## src/rtl/auto_load_seq.sv

```systemverilog
// auto_load_seq: power-on auto-load of the DCFEB configuration registers.
// Reads a header word from the BPI PROM, checks it against MAGIC, then reads
// NREGS words from BASE_ADDR+1 onward and writes each one to the config bus.
//
// BPI read handshake: RD_REQ is raised with RD_ADDR and both stay stable
// until RD_ACK is sampled high on a rising edge while RD_REQ is high; RD_DATA
// is captured on that same edge. RD_ACK seen while RD_REQ is low is ignored.
// The bench-visible state is exported on AL_STATE.
module auto_load_seq #(
  parameter int          NREGS     = 8,
  parameter logic [22:0] BASE_ADDR = 23'h7E0000,
  parameter logic [15:0] MAGIC     = 16'hA55A,
  parameter int          RD_TMO    = 255
) (
  input  logic        CLK,
  input  logic        RST,
  input  logic        AL_START,
  output logic        AL_DONE,
  output logic [1:0]  AL_ERR,
  output logic [4:0]  AL_CNT,
  output logic        RD_REQ,
  output logic [22:0] RD_ADDR,
  input  logic        RD_ACK,
  input  logic [15:0] RD_DATA,
  output logic        CFG_WE,
  output logic [3:0]  CFG_ADDR,
  output logic [15:0] CFG_DATA,
  output logic [2:0]  AL_STATE
);

  typedef enum logic [2:0] {
    S_IDLE = 3'd0,
    S_HDR  = 3'd1,
    S_DAT  = 3'd2,
    S_WR   = 3'd3,
    S_DONE = 3'd4
  } state_t;

  // Last wait-counter value before the request is abandoned, so RD_REQ is
  // high for exactly RD_TMO cycles when no ack arrives.
  localparam logic [7:0] TMO_LAST = 8'(RD_TMO - 1);
  localparam logic [3:0] LAST_IDX = 4'(NREGS - 1);

  state_t      state, state_n;
  logic        done_r, done_n;
  logic [1:0]  err_r, err_n;
  logic [4:0]  cnt_r, cnt_n;
  logic        req_r, req_n;
  logic [22:0] addr_r, addr_n;
  logic        we_r, we_n;
  logic [3:0]  cfga_r, cfga_n;
  logic [15:0] cfgd_r, cfgd_n;
  logic [3:0]  idx, idx_n;
  logic [7:0]  wait_cnt, wait_n;
  logic [15:0] data_q, data_n;
  logic [3:0]  idx_inc;

  assign idx_inc = idx + 4'd1;

  // State and all registered outputs.
  always_ff @(posedge CLK) begin
    if (RST) begin
      state    <= S_IDLE;
      done_r   <= 1'b1;
      err_r    <= 2'b00;
      cnt_r    <= 5'd0;
      req_r    <= 1'b0;
      addr_r   <= 23'd0;
      we_r     <= 1'b0;
      cfga_r   <= 4'd0;
      cfgd_r   <= 16'd0;
      idx      <= 4'd0;
      wait_cnt <= 8'd0;
      data_q   <= 16'd0;
    end else begin
      state    <= state_n;
      done_r   <= done_n;
      err_r    <= err_n;
      cnt_r    <= cnt_n;
      req_r    <= req_n;
      addr_r   <= addr_n;
      we_r     <= we_n;
      cfga_r   <= cfga_n;
      cfgd_r   <= cfgd_n;
      idx      <= idx_n;
      wait_cnt <= wait_n;
      data_q   <= data_n;
    end
  end

  // Next-state and next-output logic; everything holds unless changed, and the
  // write strobe defaults low so it is a single-cycle pulse.
  always_comb begin
    state_n = state;
    done_n  = done_r;
    err_n   = err_r;
    cnt_n   = cnt_r;
    req_n   = req_r;
    addr_n  = addr_r;
    we_n    = 1'b0;
    cfga_n  = cfga_r;
    cfgd_n  = cfgd_r;
    idx_n   = idx;
    wait_n  = wait_cnt;
    data_n  = data_q;

    unique case (state)
      S_IDLE: begin
        done_n = 1'b1;
        if (AL_START) begin
          state_n = S_HDR;
          done_n  = 1'b0;
          req_n   = 1'b1;
          addr_n  = BASE_ADDR;
          err_n   = 2'b00;
          cnt_n   = 5'd0;
          idx_n   = 4'd0;
          wait_n  = 8'd0;
        end
      end

      S_HDR, S_DAT: begin
        if (!AL_START) begin
          // Abort beats both ack and timeout.
          state_n = S_IDLE;
          done_n  = 1'b1;
          req_n   = 1'b0;
          err_n   = 2'b11;
        end else if (req_r && RD_ACK) begin
          // Ack beats a timeout landing in the same cycle.
          req_n = 1'b0;
          if (state == S_HDR) begin
            if (RD_DATA == MAGIC) begin
              state_n = S_DAT;
              req_n   = 1'b1;
              addr_n  = BASE_ADDR + 23'd1;
              wait_n  = 8'd0;
            end else begin
              state_n = S_DONE;
              done_n  = 1'b1;
              err_n   = 2'b01;
            end
          end else begin
            state_n = S_WR;
            data_n  = RD_DATA;
          end
        end else if (wait_cnt == TMO_LAST) begin
          state_n = S_DONE;
          done_n  = 1'b1;
          req_n   = 1'b0;
          err_n   = 2'b10;
        end else begin
          wait_n = wait_cnt + 8'd1;
        end
      end

      S_WR: begin
        if (!AL_START) begin
          state_n = S_IDLE;
          done_n  = 1'b1;
          req_n   = 1'b0;
          err_n   = 2'b11;
        end else if (!we_r) begin
          // First Write cycle: issue the strobe for the captured word.
          we_n   = 1'b1;
          cfga_n = idx;
          cfgd_n = data_q;
          cnt_n  = cnt_r + 5'd1;
        end else if (idx == LAST_IDX) begin
          state_n = S_DONE;
          done_n  = 1'b1;
        end else begin
          // Address wraps at 23 bits by construction.
          state_n = S_DAT;
          idx_n   = idx_inc;
          req_n   = 1'b1;
          addr_n  = BASE_ADDR + 23'd1 + {19'd0, idx_inc};
          wait_n  = 8'd0;
        end
      end

      S_DONE: begin
        done_n = 1'b1;
        if (!AL_START) state_n = S_IDLE;
      end

      default: begin
        state_n = S_IDLE;
        done_n  = 1'b1;
        req_n   = 1'b0;
      end
    endcase
  end

  assign AL_DONE  = done_r;
  assign AL_ERR   = err_r;
  assign AL_CNT   = cnt_r;
  assign RD_REQ   = req_r;
  assign RD_ADDR  = addr_r;
  assign CFG_WE   = we_r;
  assign CFG_ADDR = cfga_r;
  assign CFG_DATA = cfgd_r;
  assign AL_STATE = state;

endmodule

```

## config.mk

```make
export PLATFORM = sky130hd
export DESIGN_NAME = auto_load_seq
export DESIGN_NICKNAME = d
export VERILOG_FILES = /design/src/rtl/auto_load_seq.sv
export SDC_FILE = /design/constraint.sdc
export NUM_CORES = 1
export LEC_CHECK = 0
export ABC_CLOCK_PERIOD_IN_PS = 2600
export BUFFER_PORTS_ARGS = -buffer_cell sky130_fd_sc_hd__buf_4
export CORE_MARGIN = 3
export CORE_UTILIZATION = 30
export CTS_BUF_LIST = sky130_fd_sc_hd__clkbuf_8 sky130_fd_sc_hd__clkbuf_16
export DETAILED_ROUTE_END_ITERATION = 10
export SYNTH_ARGS = -nofsm -noshare
export SYNTH_HDL_FRONTEND = slang
export SYNTH_SLANG_ARGS = --single-unit
```

## constraint.sdc

```tcl
create_clock -name CLK -period 2.6 [get_ports CLK]
set_input_delay 0.52 -clock CLK [delete_from_list [all_inputs] [get_ports CLK]]
set_output_delay 0.52 -clock CLK [all_outputs]
set_load 0.1 [all_outputs]
```

==> summary.txt, run 1 <==
Layout
  – FILL cells: 1142
  – Share of layout cells above drive strength 1: 23.9%
  – Nets@finish: 486
  – Multi-input logic area: 1770 sq um
  – Area Growth Syn to Fin: 21.0%
  – Commonest non-fill, non-tap cell in the layout: nand2_1
  – Reg area: 1340 sq um
  – Ant diodes: 0
  – Most frequent cells in the layout: nand2_1, buf_4, dfxtp_1

Detailed routing
  – First-pass detailed-route iteration total: 4
  – Post-DRT Antenna Nets: 0
  – Remaining DRCs: 0
  – WL/cell: 13.9 um
  – Vias per inst: 4.93
  – DR iter-0 viols: 169
  – Drt total wl: 8360 um
  – Via count: 2965

CTS
  – CTS tree: done
  – H-Tree Depth: 3
  – Clock latency on the worst-skew pair: 350 ps
  – Clock transition at the registers of the reported paths: 80 ps
  – Post-cts sizing count: 0
  – Root Driver: clkbuf_8
  – Longest Clk Path Bufs: 2
  – Clk sink count: 67
  – Hold_buf cts: 0
  – Setup bufs post-CTS: 0
  – Num CTS Buffers: 9

Critical path
  – FF-to-FF Start: AL_STATE[1]$_SDFFE_PP0P_
  – Setup crit start kind: register
  – Worst setup EP type: register
  – WP data arrival: 2510 ps
  – R2r worst-path depth: 4
  – Worst R2R Setup Slack: 370 ps
  – Critical Path RT: 2880 ps
  – Crit Reg-Reg Endpoint: AL_STATE[0]$_SDFFE_PP0P_
  – CP max stage delay: 830 ps
  – Crit-path cells: inv_1, nor4_4, o21bai_1, a21oi_1
  – Crit Path Category: reg -> reg
  – CP max stage cell: nor4_4
  – Crit-path max FO: 17

Timing
  – Clock Skew: 9.32 ps
  – Setup violations, final: 0
  – PnR worst setup slack: 367 ps
  – Fin crit share: 85.9%
  – Unrepaired setup endpoints after global routing: no
  – Tmin final: 2230 ps
  – Final Hold Slack: 431 ps
  – FMAX: 0.448 GHz
  – Max Slew Vio Count: 0
  – Least-Margin Pin Slew: 854 ps
  – Slew HR: 42.7%
  – Final Hold Violating Endpoints: 0
  – Setup TNS: 0 ps

Synth
  – Synthesis Warnings: 0
  – Top FF cell, synth: dfxtp_1
  – Yosys cell types: 63
  – Area of the mapped netlist: 3330 sq um
  – EDFF count, synth: 0
  – Register area share after synthesis: 40.2%
  – Post-synthesis cell count: 406
  – Mapped Avg Cell Area: 8.21 sq um
  – Asr flop ratio synth: 0%
  – Seq cells post-synth: 67

Hold path
  – Start point of the worst hold path: RD_DATA[15]
  – Hold EP: data_q[15]$_SDFFE_PP0P_
  – Hold WC Path Type: in -> reg
  – Worst Hold Path Cells: 3

Global routing
  – First-pass GRT wire length: 13900 um
  – Global Route Usage Sum: 13.6%
  – Largest net degree at the start of global routing: 72
  – GR Overflow Total: 0
  – Vias in the first global route: 2865
  – Initial antenna violation count: 0

Floorplanning
  – Starting Density: 31.6%
  – Core area: 10600 sq um
  – FP Rows: 37
  – Die Span Y: 111 um
  – Chip width: 111 um
  – Die Area: 12400 sq um
  – Io pins: 76

Power
  – Static Leak: 1.51 nW
  – Pwr dens: 963 nW/um^2
  – Peak VDD IR: 1.20 mV

Place
  – Placer's final routability congestion estimate: 0.847
  – Setup WS pre-CTS: 228 ps
  – Dpl hpwl: 5930 um
  – Port Buffers: 63

Run status
  – Status: finished, final reports clean

Run
  – Max-cap viol count: 0
[metal layers]
metal  vias to the layer above  part of all wire, %  track usage (%)
li1                       1499                    -                -
met1                      1387                   47             17.7
met2                        72                   48             21.8
met3                         7                  4.7             4.13
met4                         0                  1.2             3.97
met5                         -                    0                0
[cell families (layout without fill, tap and decap cells)]
kind of cell	count (synthesis)	in the layout	synth area share, %
AOI/OAI and AO/OA	97	97	18.7
and+or+nand+nor	176	176	27.0
xor gates and xnor gates	9	9	2.59
adders and majority gates	6	6	2.25
buffers and inverters	46	94	7.85
DFF	67	67	40.2
muxes	4	4	1.28
other	1	12	0.113
[worst max-delay path: cells and delay by family (launching register included)]
kind / cells / cell delay (ps)
AO/OA/AOI/OAI: 2 / 350
buffers and inverters: 1 / 260
flip-flops: 1 / 720
AND/OR/NAND/NOR: 1 / 830
[synth_stat cells (all sizes together) (3+ instances only)]
cell | count | share of area (%)
a211oi | 3 | 0.83
a21oi | 51 | 7.8
a311oi | 8 | 2.1
and2 | 3 | 0.64
buf | 28 | 5.8
clkbuf | 12 | 1.4
dfxtp | 67 | 40
ha | 6 | 2.3
inv | 6 | 0.68
nand2 | 90 | 10
nand2b | 11 | 2.6
nand3 | 10 | 1.5
nand3b | 3 | 0.79
nand4 | 8 | 1.5
nor2 | 21 | 2.4
nor2b | 3 | 0.56
nor3 | 10 | 1.8
o211ai | 5 | 1.4
o21ai | 15 | 2.7
or3 | 3 | 0.71
xnor2 | 3 | 1.0
xor2 | 6 | 1.6
[power by group]
group          switching (W)  internal [W]  total, W
Combinational        0.00135      0.000478   0.00182
Sequential          0.000152       0.00110   0.00125
Clock               0.000432      0.000380  0.000812
Total                0.00193       0.00195   0.00388
[area by class of cell]
| class | count | area share, % |
|---|---|---|
| timing repair buffer | 72 | 13.4 |
| tap | 136 | 4.22 |
| multi-input combinational | 304 | 43.9 |
| inverter | 6 | 0.558 |
| clock inverter | 6 | 1.21 |
| sequential | 67 | 33.3 |
| clock buffer | 10 | 3.41 |
[state kept, by name, summed over array words and instances, names as in the netlist, 3 cells and up]
register / flops
idx: 4
AL_STATE: 3
wait_cnt: 8
CFG_ADDR: 4
RD_ADDR: 6
AL_CNT: 5
CFG_DATA: 16
data_q: 16
[how the worst max path moves through the flow]
stage	startpoint	end	slack, ps	cells after the start
4_1_cts	AL_STATE[1]$_SDFFE_PP0P_	data_q[6]$_SDFFE_PP0P_	360	4
3_3_place_gp	RD_DATA[14]	wait_cnt[6]$_SDFFE_PP0P_	290	6
2_1_floorplan	AL_STATE[1]$_SDFFE_PP0P_	RD_ADDR[4]$_SDFFE_PP0P_	150	5
6_report	AL_STATE[1]$_SDFFE_PP0P_	AL_STATE[0]$_SDFFE_PP0P_	370	4
3_5_place_dp	RD_DATA[14]	wait_cnt[4]$_SDFFE_PP0P_	230	6
5_1_grt	AL_STATE[1]$_SDFFE_PP0P_	AL_STATE[0]$_SDFFE_PP0P_	150	4
[metrics by stage]
stage               total power, W  utilization, %  instance area (sq um)  instances
floorplan                  0.00278               -                   3370        417
global placement           0.00307            36.4                   3850        585
detailed placement         0.00309            36.4                   3850        585
CTS                        0.00392            38.2                   4030        601
global route               0.00409            38.2                   4030        601
finish                     0.00388            38.2                   4030        601
Note: power is estimated with default switching activity, not from simulation.
==> inputs of run 2 (changes only) <==
--- a/config.mk
+++ b/config.mk
@@ -7,10 +7,13 @@
 export LEC_CHECK = 0
 export ABC_CLOCK_PERIOD_IN_PS = 2600
 export BUFFER_PORTS_ARGS = -buffer_cell sky130_fd_sc_hd__buf_4
+export CAP_MARGIN = 20
 export CORE_MARGIN = 3
 export CORE_UTILIZATION = 30
 export CTS_BUF_LIST = sky130_fd_sc_hd__clkbuf_8 sky130_fd_sc_hd__clkbuf_16
 export DETAILED_ROUTE_END_ITERATION = 10
+export GPL_TIMING_DRIVEN = 0
+export PLACE_DENSITY_LB_ADDON = 0.2
 export SYNTH_ARGS = -nofsm -noshare
 export SYNTH_HDL_FRONTEND = slang
 export SYNTH_SLANG_ARGS = --single-unit
==> summary.txt, run 2 (synthesized netlist as in run 1, its figures left out) <==
Hold path
  – Hold WC Path Type: in -> reg (unchanged)

Global routing
  – Initial antenna violation count: 0 (unchanged)
  – First-pass GRT wire length: 14800 um (was 13900 um)
  – Vias in the first global route: 3010 (was 2865)
  – GR Overflow Total: 0 (unchanged)
  – Global Route Usage Sum: 14.6% (was 13.6%)
  – Largest net degree at the start of global routing: 13 (was 72)

CTS
  – Setup bufs post-CTS: 0 (unchanged)
  – Clk sink count: 67 (unchanged)
  – Clock transition at the registers of the reported paths: 90 ps (was 80 ps)
  – Longest Clk Path Bufs: 2 (unchanged)
  – Num CTS Buffers: 9 (unchanged)
  – H-Tree Depth: 3 (unchanged)
  – Root Driver: clkbuf_8 (unchanged)
  – Hold_buf cts: 0 (unchanged)
  – Post-cts sizing count: 0 (unchanged)
  – CTS tree: done (unchanged)
  – Clock latency on the worst-skew pair: 350 ps (about the same)

Detailed routing
  – Drt total wl: 9210 um (was 8360 um)
  – WL/cell: 14.6 um (was 13.9 um)
  – DR iter-0 viols: 236 (was 169)
  – WL met3: 463 um (was 390 um)
  – Vias per inst: 4.94 (was 4.93)
  – Via count: 3120 (was 2965)
  – Wire length on met2: 4280 um (was 3980 um)
  – Remaining DRCs: 0 (unchanged)
  – M1 wire length: 4290 um (was 3890 um)
  – First-pass detailed-route iteration total: 4 (unchanged)
  – Post-DRT Antenna Nets: 0 (unchanged)
  – Max Used Layer: met4 (unchanged)

Power
  – Part of the power in registers: 28.0% (was 32.1%)
  – NetSw: 0.00197 W (was 0.00193 W)
  – Peak VDD IR: 0.875 mV (was 1.20 mV)
  – Pwr dens: 982 nW/um^2 (was 963 nW/um^2)
  – Combinational Power Share: 48.4% (was 47.0%)
  – Internal Power: 0.00218 W (was 0.00195 W)
  – Static Leak: 1.64 nW (was 1.51 nW)
  – Clock power frac: 23.6% (was 20.9%)
  – Sw frac: 47.6% (was 49.7%)

Critical path
  – Worst setup EP type: register (unchanged)
  – Crit-path max FO: 7 (was 17)
  – Crit-path cells: ha_1, nand3b_1, a311oi_1, a311o_1, a21oi_2, a311oi_1 (was inv_1, nor4_4, o21bai_1, a21oi_1)
  – Crit path top cell by count: a311oi_1
  – Crit Path Category: reg -> reg (unchanged)
  – Critical Path RT: 2870 ps (was 2880 ps)
  – CP max stage cell: dfxtp_1 (was nor4_4)
  – CP max stage delay: 470 ps (was 830 ps)
  – Setup crit start kind: register (unchanged)
  – Worst Path Buf+Inv: 0 (was 1)
  – CP top delay family: compound AO/OA/AOI/OAI gates (was simple AND/OR/NAND/NOR gates)
  – WP data arrival: 2420 ps (was 2510 ps)

Timing
  – FMAX: 0.464 GHz (was 0.448 GHz)
  – Final Hold Violating Endpoints: 0 (unchanged)
  – Least-Margin Pin Slew: 663 ps (was 854 ps)
  – Unrepaired setup endpoints after global routing: no (unchanged)
  – Max Slew Vio Count: 0 (unchanged)
  – Setup violations, final: 0 (unchanged)
  – Tmin final: 2160 ps (was 2230 ps)
  – Slew HR: 55.8% (was 42.7%)
  – Fin crit share: 82.9% (was 85.9%)
  – Clock Skew: 15.6 ps (was 9.32 ps)
  – Final Hold Slack: 415 ps (was 431 ps)
  – Setup TNS: 0 ps (unchanged)

Layout
  – Nets@finish: 516 (was 486)
  – Area Growth Syn to Fin: 26.8% (was 21.0%)
  – Ant diodes: 0 (unchanged)
  – Commonest non-fill, non-tap cell in the layout: nand2_1 (unchanged)
  – Most frequent cells in the layout: nand2_1, buf_4, dfxtp_1 (unchanged)
  – Share of layout cells above drive strength 1: 25.9% (was 23.9%)

Place
  – Dpl hpwl: 6700 um (was 5930 um)
  – Port Buffers: 62 (was 63)
  – Placer's final routability congestion estimate: 0.869 (was 0.847)

Run status
  – Status: finished, final reports clean (unchanged)

Floorplanning
  – Chip width: 111 um (unchanged)
  – Die Span Y: 111 um (unchanged)
  – FP Rows: 37 (unchanged)
  – Core area: 10600 sq um (unchanged)
  – Starting Density: 31.6% (unchanged)
  – Io pins: 76 (unchanged)
  – Die Area: 12400 sq um (unchanged)

Run
  – Max-cap viol count: 0 (unchanged)
-- run 2: layer usage --
metal	track usage, %	vias to the layer above
met5	0	-
met4	6.33	0
met3	3.10	17
met2	22.7	88
met1	19.5	1462
li1	-	1553
-- run 2: stage by stage --
stage	total power [W]	util (%)	std cells	cell area, sq um	setup WS (ps)
2_1_floorplan	0.00278	-	417	3370	154
3_3_place_gp	0.00318	38.0	615	4010	179
3_5_place_dp	0.00319	38.0	615	4010	164
4_1_cts	0.00416	40.0	631	4230	415
5_1_grt	0.00433	40.0	631	4230	222
6_report	0.00415	40.0	631	4230	444
-- run 2: final cells by class --
cell class / instances / area [sq um]
buffer: 40 / 239
clock buffer: 9 / 124
clock inverter: 7 / 92.6
fill: 1135 / 6330
inverter: 6 / 22.5
multi-input combinational: 304 / 1770
sequential: 67 / 1340
tap: 136 / 170
timing repair buffer: 62 / 465
-- run 2: final timing paths --
kind	start	to	slack, ps	cells past startpoint
setup reg to reg	idx[0]$_SDFFE_PP0P_	wait_cnt[2]$_SDFFE_PP0P_	440	6
hold / removal	RD_DATA[12]	data_q[12]$_SDFFE_PP0P_	420	3
hold reg to reg	data_q[2]$_SDFFE_PP0P_	CFG_DATA[2]$_SDFFE_PP0P_	450	2
setup / recovery	idx[0]$_SDFFE_PP0P_	wait_cnt[2]$_SDFFE_PP0P_	440	6
-- run 2: worst reg2reg max path, stage by stage (launching register included) --
cell and delay, ps:
dfxtp_1 470, ha_1 280, nand3b_1 260, a311oi_1 450
a311o_1 240, a21oi_2 100, a311oi_1 290
-- run 2: power groups by stage --
stage               Clock, W  Combinational [W]  Sequential (W)
CTS                 0.000989            0.00201         0.00116
detailed placement         0            0.00200         0.00119
global placement           0            0.00200         0.00119
finish              0.000978            0.00201         0.00116
global route         0.00104            0.00212         0.00117
floorplan                  0            0.00119         0.00159
==> inputs of run 3 (changes only) <==
--- a/config.mk
+++ b/config.mk
@@ -5,7 +5,7 @@
 export SDC_FILE = /design/constraint.sdc
 export NUM_CORES = 1
 export LEC_CHECK = 0
-export ABC_CLOCK_PERIOD_IN_PS = 2600
+export ABC_CLOCK_PERIOD_IN_PS = 2000
 export BUFFER_PORTS_ARGS = -buffer_cell sky130_fd_sc_hd__buf_4
 export CAP_MARGIN = 20
 export CORE_MARGIN = 3
==> constraint.sdc (replaced) <==
create_clock -name CLK -period 2 [get_ports CLK]
set_input_delay 0.4 -clock CLK [delete_from_list [all_inputs] [get_ports CLK]]
set_output_delay 0.4 -clock CLK [all_outputs]
set_load 0.1 [all_outputs]
==> summary.txt, run 3 (synthesized netlist as in run 1, its figures left out) <==
Run status
  – Status: finished, final reports clean (unchanged)

Global routing
  – Initial antenna violation count: 0 (unchanged)
  – Vias in the first global route: 2892 (was 3010)
  – Largest net degree at the start of global routing: 14 (was 13)
  – First-pass GRT wire length: 15200 um (was 14800 um)
  – Global Route Usage Sum: 14.9% (was 14.6%)
  – GR Overflow Total: 0 (unchanged)

Detailed routing
  – DR iter-0 viols: 215 (was 236)
  – First-pass detailed-route iteration total: 4 (unchanged)
  – Vias per inst: 4.93 (was 4.94)
  – Drt total wl: 9380 um (was 9210 um)
  – Via count: 3144 (was 3120)
  – Post-DRT Antenna Nets: 0 (unchanged)
  – WL/cell: 14.7 um (was 14.6 um)
  – Remaining DRCs: 0 (unchanged)

Floorplanning
  – Io pins: 76 (unchanged)
  – Die Span Y: 111 um (unchanged)
  – Core area: 10600 sq um (unchanged)
  – Die Area: 12400 sq um (unchanged)
  – FP Rows: 37 (unchanged)
  – Starting Density: 31.6% (unchanged)
  – Chip width: 111 um (unchanged)

CTS
  – Clock transition at the registers of the reported paths: 90 ps (about the same)
  – Num CTS Buffers: 9 (unchanged)
  – H-Tree Depth: 3 (unchanged)
  – Longest Clk Path Bufs: 2 (unchanged)
  – Hold_buf cts: 0 (unchanged)
  – Root Driver: clkbuf_8 (unchanged)
  – CTS tree: done (unchanged)
  – Clk sink count: 67 (unchanged)
  – Clock latency on the worst-skew pair: 350 ps (about the same)

Timing
  – Tmin final: 1920 ps (was 2160 ps)
  – Slew HR: 57.5% (was 55.8%)
  – Least-Margin Pin Slew: 638 ps (was 663 ps)
  – Fin crit share: 95.9% (was 82.9%)
  – PnR worst setup slack: 82.4 ps (was 444 ps)
  – Clock Skew: 13.7 ps (was 15.6 ps)
  – Final Hold Violating Endpoints: 0 (unchanged)
  – Max Slew Vio Count: 0 (unchanged)
  – FMAX: 0.521 GHz (was 0.464 GHz)
  – Unrepaired setup endpoints after global routing: no (unchanged)
  – Setup violations, final: 0 (unchanged)
  – Setup TNS: 0 ps (unchanged)

Place
  – Dpl hpwl: 6800 um (was 6700 um)
  – DP Area: 4030 sq um (was 4010 sq um)
  – Placer's final routability congestion estimate: 0.848 (was 0.869)
  – Port Buffers: 62 (unchanged)
  – Setup WS pre-CTS: -271 ps (was 164 ps)

Power
  – Total power: 0.00540 W (was 0.00415 W)
  – Pwr dens: 1250 nW/um^2 (was 982 nW/um^2)
  – Static Leak: 1.70 nW (was 1.64 nW)
  – Peak VDD IR: 1.30 mV (was 0.875 mV)

Critical path
  – Crit Reg-Reg Endpoint: RD_ADDR[3]$_SDFFE_PP0P_ (was wait_cnt[2]$_SDFFE_PP0P_)
  – R2r worst-path depth: 7 (was 6)
  – Worst R2R Setup Slack: 80 ps (was 440 ps)
  – Critical Path RT: 2240 ps (was 2870 ps)
  – WP data arrival: 2150 ps (was 2420 ps)
  – Setup crit start kind: register (unchanged)
  – Crit Path Category: reg -> reg (unchanged)
  – Crit-path max FO: 10 (was 7)
  – Worst setup EP type: register (unchanged)
  – FF-to-FF Start: AL_STATE[0]$_SDFFE_PP0P_ (was idx[0]$_SDFFE_PP0P_)

Hold path
  – Hold WC Path Type: in -> reg (unchanged)
  – Start point of the worst hold path: RD_DATA[10] (was RD_DATA[12])
  – Worst Hold Path Cells: 3 (unchanged)
  – Hold EP: data_q[10]$_SDFFE_PP0P_ (was data_q[12]$_SDFFE_PP0P_)

Layout
  – Nets@finish: 523 (was 516)
  – Commonest non-fill, non-tap cell in the layout: nand2_1 (unchanged)
  – Fin area: 4340 sq um (was 4230 sq um)
  – Area Growth Syn to Fin: 30.1% (was 26.8%)
  – Ant diodes: 0 (unchanged)
  – Share of layout cells above drive strength 1: 30.1% (was 25.9%)
  – Most frequent cells in the layout: nand2_1, buf_4, dfxtp_1 (unchanged)

Run
  – Max-cap viol count: 0 (unchanged)
==> run 3: cell count changes in the layout (fill, tap and decap cells not counted), moves of 2 or more <==
cell / before / now
dfxtp_2: 0 / 4
nor2_2: 0 / 2
a311oi_2: 0 / 3
a311oi_1: 8 / 5
nor2_1: 21 / 19
buf_4: 81 / 89
dfxtp_1: 67 / 59
dfxtp_4: 0 / 4
==> run 3: worst max path at each step <==
stage | from | end | slack [ps] | cells after the start
floorplan | AL_STATE[1]$_SDFFE_PP0P_ | RD_ADDR[4]$_SDFFE_PP0P_ | 50 | 5
global placement | AL_START | RD_ADDR[3]$_SDFFE_PP0P_ | -290 | 7
detailed placement | RD_DATA[7] | wait_cnt[2]$_SDFFE_PP0P_ | -270 | 6
CTS | idx[0]$_SDFFE_PP0P_ | RD_ADDR[3]$_SDFFE_PP0P_ | 20 | 6
global route | idx[1]$_SDFFE_PP0P_ | wait_cnt[3]$_SDFFE_PP0P_ | 10 | 6
finish | AL_STATE[0]$_SDFFE_PP0P_ | RD_ADDR[3]$_SDFFE_PP0P_ | 80 | 7
==> run 3: power breakdown <==
part	switching (W)	internal (W)
Clock	0.000571	0.000583
Combinational	0.00196	0.000755
Sequential	0.0000840	0.00145
==> run 3: layout make-up <==
| class | instances | area (sq um) |
|---|---|---|
| fill | 1117 | 6220 |
| multi-input combinational | 304 | 1820 |
| sequential | 67 | 1360 |
| timing repair buffer | 69 | 518 |
| buffer | 40 | 241 |
| tap | 136 | 170 |
| clock buffer | 9 | 124 |
| clock inverter | 7 | 73.8 |
| inverter | 6 | 22.5 |
==> run 3: timing repair <==
action	CTS	global route
pin swaps	0	5
buffers inserted	2	5
endpoints found under the hold margin	0	0
gates resized for setup	2	13
cloned	0	0
setup endpoints to repair	6	20
==> run 3: through the flow <==
step,util (%),instances,hold slack [ps]
after floorplan,-,417,432
after global placement,38.1,615,437
final,41.1,638,302
after global routing,41.1,638,294
after detailed placement,38.1,615,446
after CTS,40.2,633,287
==> run 3: critical path, cell delays in order (launching register included) <==
cell	delay [ps]
dfxtp_4	350
buf_2	200
buf_4	210
nand3_1	150
o211ai_1	320
a211oi_4	100
nand2_1	150
mux2_2	340
==> run 3: metal layers <==
metal  GRT usage (%)  part of all wire, %
met1            20.9                   48
met2            23.6                   46
met3            2.77                  5.1
met4            4.38                  1.5
met5               0                    0
